### config.mk
export PLATFORM = sky130hd
export DESIGN_NAME = register_file
export DESIGN_NICKNAME = d
export VERILOG_FILES = /design/src/rtl/register_file.sv
export SDC_FILE = /design/constraint.sdc
export NUM_CORES = 2
export LEC_CHECK = 0
export ABC_AREA = 0
export BUFFER_PORTS_ARGS = -buffer_cell sky130_fd_sc_hd__buf_2
export CAP_MARGIN = 0
export CELL_PAD_IN_SITES_DETAIL_PLACEMENT = 0
export CELL_PAD_IN_SITES_GLOBAL_PLACEMENT = 1
export CORE_UTILIZATION = 49
export DETAILED_ROUTE_END_ITERATION = 10
export PLACE_DENSITY = 0.81
export SLEW_MARGIN = 20
export SYNTH_ARGS = -nofsm -noshare
export SYNTH_HDL_FRONTEND = slang
export SYNTH_SLANG_ARGS = --single-unit
### constraint.sdc
create_clock -name clk -period 2.8 [get_ports clk]
set_input_delay 0.42 -clock clk [delete_from_list [all_inputs] [get_ports clk]]
set_output_delay 0.42 -clock clk [all_outputs]
set_load 0.005 [all_outputs]
### src/rtl/register_file.sv
// Architectural register file with per-register rename state (busy bit + ROB tag).
// Optional same-cycle commit forwarding on the read ports when RF_BYPASS_EN is defined.
module register_file #(
    parameter int unsigned ROB_IDX_W = 4
) (
    input  logic                 clk,
    input  logic                 rst_n,
    input  logic                 rdy,
    input  logic                 flush,
    input  logic [4:0]           dec_rs1_in,
    input  logic [4:0]           dec_rs2_in,
    output logic [31:0]          dec_rs1_val_out,
    output logic [31:0]          dec_rs2_val_out,
    output logic                 dec_rs1_busy_out,
    output logic                 dec_rs2_busy_out,
    output logic [ROB_IDX_W-1:0] rob_rs1_idx_out,
    output logic [ROB_IDX_W-1:0] rob_rs2_idx_out,
    input  logic                 new_flag_in,
    input  logic [ROB_IDX_W-1:0] new_idx_in,
    input  logic [4:0]           new_rd_in,
    input  logic                 write_flag_in,
    input  logic [ROB_IDX_W-1:0] write_idx_in,
    input  logic [4:0]           write_rd_in,
    input  logic [31:0]          val_in
);

    localparam int unsigned NREG   = 32;
    localparam int unsigned XLEN   = 32;
    localparam int unsigned RIDX_W = 5;

    typedef struct packed {
        logic [XLEN-1:0]      val;
        logic                 busy;
        logic [ROB_IDX_W-1:0] tag;
    } rd_port_t;

    logic [XLEN-1:0]      regs     [NREG];
    logic [NREG-1:0]      busy;
    logic [NREG-1:0]      busy_nxt;
    logic [ROB_IDX_W-1:0] tag      [NREG];
    logic [ROB_IDX_W-1:0] tag_nxt  [NREG];

    logic commit_en_c;
    logic rename_en_c;
    logic [RIDX_W-1:0] rs_sel_c [2];

    // x0 is never a legal destination, so its state stays at the reset value forever.
    assign commit_en_c = rdy && write_flag_in && (write_rd_in != RIDX_W'(0));
    assign rename_en_c = rdy && !flush && new_flag_in && (new_rd_in != RIDX_W'(0));

    // Rename state update; rename is applied last so it wins over a same-rd commit clear.
    always_comb begin
        busy_nxt = busy;
        for (int i = 0; i < NREG; i++) begin
            tag_nxt[i] = tag[i];
        end
        if (flush) begin
            busy_nxt = '0;
        end else begin
            if (commit_en_c && (tag[write_rd_in] == write_idx_in)) begin
                busy_nxt[write_rd_in] = 1'b0;
            end
            if (rename_en_c) begin
                busy_nxt[new_rd_in] = 1'b1;
                tag_nxt[new_rd_in]  = new_idx_in;
            end
        end
    end

    // Commit data write happens regardless of tag match or flush.
    always_ff @(posedge clk or negedge rst_n) begin
        if (!rst_n) begin
            for (int i = 0; i < NREG; i++) begin
                regs[i] <= '0;
            end
        end else if (commit_en_c) begin
            regs[write_rd_in] <= val_in;
        end
    end

    // Busy/tag registers; tags are left untouched when busy drops, a stale tag is never consulted.
    always_ff @(posedge clk or negedge rst_n) begin
        if (!rst_n) begin
            busy <= '0;
            for (int i = 0; i < NREG; i++) begin
                tag[i] <= '0;
            end
        end else if (rdy) begin
            busy <= busy_nxt;
            for (int i = 0; i < NREG; i++) begin
                tag[i] <= tag_nxt[i];
            end
        end
    end

    assign rs_sel_c[0] = dec_rs1_in;
    assign rs_sel_c[1] = dec_rs2_in;

    // Combinational read ports; a pending operand reports value 0 so nothing stale leaks out.
    for (genvar p = 0; p < 2; p++) begin : g_rd
        rd_port_t rp_c;
        always_comb begin
            rp_c.tag  = tag[rs_sel_c[p]];
            rp_c.busy = busy[rs_sel_c[p]];
            rp_c.val  = regs[rs_sel_c[p]];
`ifdef RF_BYPASS_EN
            if (rp_c.busy && write_flag_in && (write_rd_in == rs_sel_c[p])
                && (rp_c.tag == write_idx_in)) begin
                rp_c.busy = 1'b0;
                rp_c.val  = val_in;
            end
`endif
            if (rp_c.busy) begin
                rp_c.val = '0;
            end
        end
    end

    assign dec_rs1_val_out  = g_rd[0].rp_c.val;
    assign dec_rs1_busy_out = g_rd[0].rp_c.busy;
    assign rob_rs1_idx_out  = g_rd[0].rp_c.tag;
    assign dec_rs2_val_out  = g_rd[1].rp_c.val;
    assign dec_rs2_busy_out = g_rd[1].rp_c.busy;
    assign rob_rs2_idx_out  = g_rd[1].rp_c.tag;

endmodule

==> qor.csv <==
metric;value;unit
Min-Delay Path Class;primary input to flip-flop;
DP HPWL;122000;um
Starting Density;49.4;%
drt pass-1 iters;5;
worst-path maximum fanout;5;
final setup margin;-0.752;ns
IO buf count;139;
Sw Pwr;12.3;mW
area of the multi-input gates;32900;um^2
Fin. Hold Viols;0;
I/O pin cnt;140;
VDD IR max;0.611;mV
top cells by area, synth;dfrtp_1 (46%), mux4_2 (26%), mux2_2 (17%), nand2_1 (2.4%), mux2i_1 (2.0%);
asr flop ratio synth;100;%
Fillers;9895;
final wirelength;195000;um
vias in the first global route;42600;
Slew Viols, Final;0;
post-route ant nets;0;
hold_sp;val_in[8];
required time of the critical path;2.38;ns
Clk pin slew, worst setup/hold paths;0.07;ns
Worst Tran Pin Value;0.960;ns
maxcap violations;0;
Overflow after GRT;0;
H-tree Lvls;4;
Clock Path Buffers;3;
WL/cell;31.4;um
Yosys reg bits;1184;
RSZ-0062 raised after global routing;yes;
WP data arrival;3.13;ns
Synth Instances;4222;
Ys Warns;0;
vias per cell;6.64;
final setup fails;74;
Core Util, Final;57.5;%
largest net degree at the start of global routing;134;
Area Growth Syn to Fin;16.4;%
Root Driver;clkbuf_16;
R2R Path Start;tag[82]$_DFFE_PN0P_;
Seq/Total Area, Yosys;46.4;%
internal power;34.7;mW
gr usage total;30.3;%
top-area cell type share of the netlist area;46.4;%
first-pass GRT wire length;292000;um
power share of the sequential group;44.1;%
WL met2;89900;um
CTS tree;yes;
CP Class;flip-flop to output pin;
clk_skew;0.0178;ns
status;complete, but fails checks;
origin of the worst setup path;busy[7]$_DFFE_PN0P_;
Max Used Layer;met5;
vias;41300;
routed wl met3;17900;um
Clock Latency Late Sink;0.78;ns
Unique masters post-synth;42;
die width;363;um
Power Dens Cells;632;nW/um^2
Die H;363;um
max_slew headroom;35.8;%
Clock Power Share;38.6;%
non-filler cells, final;6221;
placed cell count;5961;
Tmin final;3.55;ns
violated checks;setup timing;
sequential cell area;29600;um^2
critical path launch point type;flip-flop;
leading area contributor after synthesis;dfrtp_1;
Iter 0 DRT Violations;4378;
synthesized cell area;63900;um^2
die area;132000;um^2
Layout Nets;4437;
CP endpoint kind;output pin;
ys flop type;dfrtp_1;
floorplan row count;132;
initial antenna violation count;13;
fin crit share;127;%
Comb pwr share;17.3;%
met1 wire length;79300;um
syn_nets;4288;
max frequency;0.282;GHz
core area;129000;um^2
leakage;33.7;nW
RD Place Congestion;0.944;
layout cells sized above 1;55.7;%
synthesized area per cell;15.1;um^2
CTS Sinks;1184;
Num CTS Buffers;134;
Post-synth EDFFs;0;
DRC viols;0;
Sw Share;26.2;%
## critical path, cell delays in order (launching register included)
cell and delay, ns:
dfrtp_1 0.41, mux4_2 0.51, mux4_2 0.49, mux2_4 0.38, buf_12 0.20, buf_6 0.14, nor2_1 0.10, buf_2 0.13
## per-stage QoR
| step | setup TNS (ns) | area (um^2) | setup slack [ns] | hold WS, ns | power [mW] |
|---|---|---|---|---|---|
| after floorplan | -0.0217 | 64000 | -0.000723 | 0.124 | 25.9 |
| after global placement | -19.41 | 69100 | -0.617 | 0.349 | 28.5 |
| after detailed placement | -19.37 | 69100 | -0.608 | 0.347 | 28.8 |
| after CTS | -48.09 | 74100 | -0.772 | 0.0392 | 47.1 |
| after global routing | -50.58 | 74400 | -0.807 | 0.0855 | 48.8 |
| final | -46.17 | 74400 | -0.752 | 0.0880 | 47.1 |
## cells by family after synthesis
group | after synthesis | synth area share (%)
compound gates | 94 | 0.855
xor+xnor | 4 | 0.0548
buf+inv | 489 | 3.18
flops | 1184 | 46.4
mux | 1870 | 45.7
simple gates | 581 | 3.83
## final cells by class
class | count | area share (%)
clock buffer | 193 | 5.31
multi-input combinational | 2549 | 44.2
tap | 1742 | 2.93
antenna | 4 | 0.0134
timing repair buffer | 475 | 6.85
sequential | 1184 | 39.8
inverter | 27 | 0.136
clock inverter | 47 | 0.792
## layout by cell type, fill, tap and decap left out, types with 29 or more instances in the layout
master,count
o21ai_0,31
mux4_2,740
nand2_1,404
o22ai_1,32
nor2_1,35
mux2_2,963
buf_2,110
mux2_1,29
clkbuf_16,140
clkbuf_8,31
buf_12,130
nor2_4,53
dfrtp_1,1184
mux2i_1,127
buf_4,202
## Yosys cell counts, types with 3 or more instances
cell type,number
inv_2,3
o22ai_1,32
xor2_1,4
inv_1,24
or4bb_1,4
mux2i_1,128
nor2b_1,10
nor2_1,96
and2_1,3
or4b_1,4
clkbuf_1,288
mux4_2,740
a21oi_1,8
nor4_1,9
buf_4,5
dfrtp_1,1184
mux2_1,29
a31oi_1,20
nand4b_1,4
and3b_1,3
buf_2,128
nor3b_1,3
nand3_1,8
a41oi_1,3
mux2_2,973
buf_1,39
o21ai_0,31
nand2_1,412
nor3_1,5
## path summary, 6_finish.rpt
path                                    endpoint  slack (ns)  cells past startpoint
setup / recovery             dec_rs1_val_out[19]       -0.75                      7
hold / removal             regs[360]$_DFFE_PN0P_        0.09                      3
setup reg to reg             busy[9]$_DFFE_PN0P_        0.36                      9
hold reg to reg            regs[996]$_DFFE_PN0P_        0.39                      0
max in group asynchronous    tag[57]$_DFFE_PN0P_        1.55                      4
min in group asynchronous  regs[383]$_DFFE_PN0P_        0.16                      2
## registers in the layout, summed over array words and instances, names as in the netlist
name and cells:
busy 32, tag 128, regs 1024
## power by group through the flow
stage,Clock (mW),Combinational [mW],Sequential (mW)
floorplan,0,5.53,20.4
global placement,0,7.72,20.8
detailed placement,0,7.89,21.0
CTS,18.4,8.06,20.7
global route,19.1,8.66,21.0
finish,18.2,8.15,20.7
## layer usage
metal	GRT usage (%)	up-vias
li1	-	16400
met1	42.9	22400
met2	45.9	2005
met3	7.05	445
met4	11.4	12
met5	0	-
## repair_timing
item / in CTS / in global routing
pin swaps: 21 / 20
setup endpoints to repair: 74 / 74
hold buffers: 1 / 0
cloned: 1 / 3
setup buffers: 10 / 5
gates resized for setup: 85 / 54
hold endpoints to repair: 615 / 0
(Power assumes the default switching activity.)
